`src/rtl/cs_strobe_seq.sv`:
```
// Decoder chip-select strobe sequencer: queues device requests in a 2-entry FIFO and
// plays each one out as SETUP / STROBE (dec_g low) / HOLD on a 2-to-4 decoder interface.
module cs_strobe_seq #(
    parameter int STROBE_CYCLES = 2,
    parameter int HOLD_CYCLES   = 1
) (
    input  logic       clk,
    input  logic       rst_n,
    input  logic       req_valid,
    input  logic [1:0] req_dev,
    output logic       req_ready,
    output logic       dec_g,
    output logic       dec_a,
    output logic       dec_b,
    output logic       busy,
    output logic       done,
    output logic [1:0] done_dev,
    output logic [1:0] dbg_state
);

    // Handshake: a request transfers on a rising edge where req_valid && req_ready;
    // req_ready depends only on the registered FIFO count, never on req_valid.

    typedef enum logic [1:0] {IDLE, SETUP, STROBE, HOLD} state_t;

    localparam logic [3:0] LP_S_LAST = 4'(STROBE_CYCLES - 1);
    localparam logic [3:0] LP_H_LAST = 4'(HOLD_CYCLES - 1);

    state_t     r_state, w_state_nxt;
    logic [3:0] r_cnt, w_cnt_nxt;
    logic [1:0] r_mem [2];
    logic       r_wr_ptr, r_rd_ptr;
    logic [1:0] r_count;
    logic [1:0] r_sel, w_sel_nxt;
    logic       r_dec_g, r_busy, r_done;
    logic [1:0] r_done_dev;
    logic       w_push, w_pop, w_done_nxt;
    logic [1:0] w_head;

    assign req_ready = ~r_count[1];
    assign w_push    = req_valid && req_ready;
    assign w_head    = r_mem[r_rd_ptr];

    always_comb begin
        w_state_nxt = r_state;
        w_cnt_nxt   = r_cnt;
        w_sel_nxt   = r_sel;
        w_pop       = 1'b0;
        case (r_state)
            IDLE: begin
                if (r_count != 2'd0) begin
                    w_pop       = 1'b1;
                    w_sel_nxt   = w_head;
                    w_state_nxt = SETUP;
                    w_cnt_nxt   = 4'd0;
                end
            end
            SETUP: begin
                w_state_nxt = STROBE;
                w_cnt_nxt   = 4'd0;
            end
            STROBE: begin
                if (r_cnt == LP_S_LAST) begin
                    w_state_nxt = HOLD;
                    w_cnt_nxt   = 4'd0;
                end else begin
                    w_cnt_nxt = r_cnt + 4'd1;
                end
            end
            HOLD: begin
                // Chain straight into the next SETUP so back-to-back accesses skip IDLE.
                if (r_cnt == LP_H_LAST) begin
                    w_cnt_nxt = 4'd0;
                    if (r_count != 2'd0) begin
                        w_pop       = 1'b1;
                        w_sel_nxt   = w_head;
                        w_state_nxt = SETUP;
                    end else begin
                        w_state_nxt = IDLE;
                    end
                end else begin
                    w_cnt_nxt = r_cnt + 4'd1;
                end
            end
            default: begin
                w_state_nxt = IDLE;
                w_cnt_nxt   = 4'd0;
            end
        endcase
        w_done_nxt = (w_state_nxt == HOLD) && (w_cnt_nxt == LP_H_LAST);
    end

    always_ff @(posedge clk or negedge rst_n) begin
        if (!rst_n) begin
            r_state    <= IDLE;
            r_cnt      <= 4'd0;
            r_sel      <= 2'd0;
            r_dec_g    <= 1'b1;
            r_busy     <= 1'b0;
            r_done     <= 1'b0;
            r_done_dev <= 2'd0;
        end else begin
            r_state    <= w_state_nxt;
            r_cnt      <= w_cnt_nxt;
            r_sel      <= w_sel_nxt;
            r_dec_g    <= (w_state_nxt != STROBE);
            r_busy     <= (w_state_nxt != IDLE);
            r_done     <= w_done_nxt;
            r_done_dev <= w_done_nxt ? w_sel_nxt : r_done_dev;
        end
    end

    always_ff @(posedge clk or negedge rst_n) begin
        if (!rst_n) begin
            r_mem[0] <= 2'd0;
            r_mem[1] <= 2'd0;
            r_wr_ptr <= 1'b0;
            r_rd_ptr <= 1'b0;
            r_count  <= 2'd0;
        end else begin
            if (w_push) begin
                r_mem[r_wr_ptr] <= req_dev;
                r_wr_ptr        <= ~r_wr_ptr;
            end
            if (w_pop) begin
                r_rd_ptr <= ~r_rd_ptr;
            end
            r_count <= r_count + {1'b0, w_push} - {1'b0, w_pop};
        end
    end

    assign dec_g     = r_dec_g;
    assign dec_a     = r_sel[0];
    assign dec_b     = r_sel[1];
    assign busy      = r_busy;
    assign done      = r_done;
    assign done_dev  = r_done_dev;
    assign dbg_state = r_state;

endmodule

```
`config.mk`:
```
export PLATFORM = sky130hd
export DESIGN_NAME = cs_strobe_seq
export DESIGN_NICKNAME = d
export VERILOG_FILES = /design/src/rtl/cs_strobe_seq.sv
export SDC_FILE = /design/constraint.sdc
export NUM_CORES = 1
export LEC_CHECK = 0
export ABC_AREA = 1
export BUFFER_PORTS_ARGS = -buffer_cell sky130_fd_sc_hd__buf_2
export CAP_MARGIN = 0
export CORE_MARGIN = 3
export CORE_UTILIZATION = 34
export DETAILED_ROUTE_END_ITERATION = 8
export PLACE_DENSITY_LB_ADDON = 0.12
export SLEW_MARGIN = 0
export SYNTH_ARGS = -nofsm -noshare
export SYNTH_HDL_FRONTEND = slang
export SYNTH_SLANG_ARGS = --single-unit
```
`constraint.sdc`:
```
create_clock -name clk -period 2.2 [get_ports clk]
set_clock_uncertainty 0.2 [all_clocks]
set_input_delay 0 -clock clk [delete_from_list [all_inputs] [get_ports clk]]
set_output_delay 0 -clock clk [all_outputs]
set_load 0.005 [all_outputs]
```
==> results.yml <==
drt:
  dr.first_iter.drc_count: 33
  vias_per_cell: 4.32
  vias: 921
  drt_pre_antenna_iters: 4
  totalWireLength_um: 2250
  drc: 0
  postRouteAntennaNets: 0
  wl_per_cell_um: 10.6
pwr:
  power_frac_seq_pct: 33.6
  clock_power_share_pct: 9.3
  p_switching_uw: 823
  p_leak_uw: 0.000793
  p_comb_share_pct: 57.0
  p_int_uw: 1060
  ir_drop_uv: 580
  powerDensity_mw_per_mm2: 1310
  power_uw: 1880
  switching_share_pct: 43.8
global_route:
  antenna_found_initial: 0
  grt_use_met1_pct: 15.4
  gr-max-usage-layer: "met2"
  overflow: 0
  met3_usage_pct: 1.76
  first_global_vias: 925
  grt_start_max_net_pins: 21
  grt_use_total_pct: 12.4
  grt_pass1_wl_um: 4030
  grt_util_met2_pct: 21.3
clocking:
  htreeDepth: 1
  cts_sinks: 21
  cts_buffers: 3
  clock_path_buffers: 2
  worstSkewPairLatency_ns: 0.29
  clk_pin_slew_ns: 0.11
  cts_tree: "yes"
  cts_root_buffer: "clkbuf_4"
timing:
  final_max_slew_viol_count: 0
  setup_viol: 0
  slew_headroom_pct: 37.9
  period_share_pct: 94.7
  fmax_mhz: 480
  min_period_ns: 2.08
  rsz0062_at_grt: "true"
  worst_pin_slew_ns: 0.928
  hold_violations: 0
  fin_ws_ns: 0.116
yosys:
  seq_area_frac_synth_pct: 45.6
  synth_top_family_by_area: "simple AND/OR/NAND/NOR gates"
  yosys.area_share.simple_pct: 29.3
  yosys_warnings: 0
  synth_compound_area_share_pct: 5.31
  synth_cell_types: 22
  synth.avg_cell_area_um2: 8.31
  synthMuxAreaShare_pct: 0
  syn_area_mm2: 0.00115
  synth.net_count: 153
  synthCells: 139
  synth-seq-cells: 21
  synth_adder_area_share_pct: 9.75
  synth-xor-area-share_pct: 2.28
floorplanning:
  die_w_um: 64.3
  num_rows: 20
  core_mm2: 0.00315
  die_h_um: 64.3
  initial_core_util_pct: 36.6
  ios: 15
  die_area_mm2: 0.00413
worst_setup_path:
  endpoint_kind: "register"
  required_ns: 2.18
  cp.arrival_ns: 2.07
  crit_type: "register to register"
  cp_cell_sequence: "inv_2 > ha_1 > inv_1 > and3_4 > ha_1 > inv_1 > ha_1 > xnor2_1 > xor2_1"
  critPathSlowestCell: "dfrtp_1"
  critPathMaxStageDelay_ns: 0.42
  cp_num_buf_inv: 3
  crit_path_start_kind: "register"
  cp_max_fo: 4
  crit_family: "adder cells"
  path_common_cell: "ha_1"
final_layout:
  synthToLayoutAreaGrowth_pct: 23.9
  layout_commonest_cell: "nand2_1"
  final_cell_mix: "nand2_1, inv_1, dfrtp_1, buf_2, nor2_1"
  drive_gt1_share_pct: 26.0
  antenna_cells: 0
  fin_nets: 184
placement:
  gp_congestion: 0.832
  port_buffers: 14
  place_ws_ns: 0.0801
  hpwlAfterDp_um: 1700
outcome:
  status: "finished clean"
worst_hold_path:
  hold_path.class: "register to register"
flow_run:
  drv_cap: 0
[metrics by stage]
| step | TNS, ns | area (um^2) | std cells | hold WS [ns] | utilization (%) |
|---|---|---|---|---|---|
| floorplan | 0 | 1150 | 139 | -0.496 | - |
| global placement | 0 | 1310 | 201 | -0.221 | 41.5 |
| detailed placement | 0 | 1310 | 201 | -0.225 | 41.5 |
| CTS | 0 | 1410 | 212 | 0.296 | 44.6 |
| global route | -0.00494 | 1430 | 213 | 0.328 | 45.4 |
| finish | 0 | 1430 | 213 | 0.291 | 45.4 |
[worst paths after layout]
path	start	to	slack, ns	cells after the start
max in group asynchronous	rst_n	r_mem[1]$_DFFE_PN0P_	0.52	3
worst min-delay path	done_dev[1]$_DFFE_PN0P_	done_dev[1]$_DFFE_PN0P_	0.29	2
min in group asynchronous	rst_n	dec_g$_DFF_PN1_	0.56	3
worst min register to register	done_dev[1]$_DFFE_PN0P_	done_dev[1]$_DFFE_PN0P_	0.29	2
worst max-delay path	dbg_state[1]$_DFF_PN0_	r_count[1]$_DFF_PN0_	0.12	9
worst max register to register	dbg_state[1]$_DFF_PN0_	r_count[1]$_DFF_PN0_	0.12	9
[synth_stat cells]
master / number / area [um^2]
a21oi_2: 1 / 8.76
a21oi_1: 2 / 10.0
nand4_1: 3 / 18.8
nand2_1: 36 / 135
and3_1: 1 / 6.26
nor2_4: 2 / 22.5
inv_1: 23 / 86.3
ha_1: 9 / 113
xnor2_1: 1 / 8.76
o21ai_0: 6 / 30.0
nand2_4: 2 / 22.5
o21bai_1: 1 / 7.51
xor2_1: 2 / 17.5
nand3_1: 9 / 45.0
or2_2: 1 / 6.26
nor2_1: 10 / 37.5
dfstp_2: 1 / 26.3
nor2_2: 2 / 12.5
dfrtp_1: 20 / 500
o21ai_1: 1 / 5.00
inv_2: 1 / 3.75
nand2_2: 5 / 31.3
[tightest hold or removal path, delay by kind of cell, from the launching register on]
family	cells	cell delay, ns
and+or+nand+nor	2	0.10
DFF	1	0.36
[sequential cells by signal, summed over array words and instances, names as in the netlist]
register and flops:
r_cnt 4, r_mem 4, dbg_state 2, done_dev 2, r_count 2, r_sel 2
busy 1, dec_g 1, done 1, r_rd_ptr 1, r_wr_ptr 1
[repair_timing]
| action | CTS | global route |
|---|---|---|
| resized for setup | 0 | 8 |
| buffers inserted | 0 | 1 |
| endpoints found under the hold margin | 26 | 0 |
| hold buffers | 7 | 0 |
| setup endpoints to repair | 0 | 3 |
[routing by layer]
layer  wire (um)  up-vias  part of all wire (%)
li1            -      490                     -
met1        1020      423                    45
met2        1180        6                    52
met3          39        2                   1.7
met4          18        0                  0.80
met5           0        -                     0
[logic make-up (layout without fill, tap and decap cells)]
group           count (synthesis)  in the layout
compound gates                 11             11
simple gates                   71             71
flops                          21             21
fa+ha+maj                       9              9
buf+inv                        24             54
xor+xnor                        3              3
[power by group through the flow]
stage | sequential, uW | combinational (uW) | clock, uW
finish | 632 | 1070 | 175
global route | 652 | 1240 | 201
CTS | 632 | 1060 | 187
detailed placement | 640 | 1020 | 0
global placement | 633 | 1000 | 0
floorplan | 632 | 717 | 0
[final cells by class]
cell class / instances / area (um^2)
clock buffer: 4 / 26.3
inverter: 24 / 90.1
sequential: 21 / 527
timing repair buffer: 26 / 178
multi-input combinational: 94 / 556
tap: 44 / 55.1
fill: 336 / 1720
(Power assumes the default switching activity.)
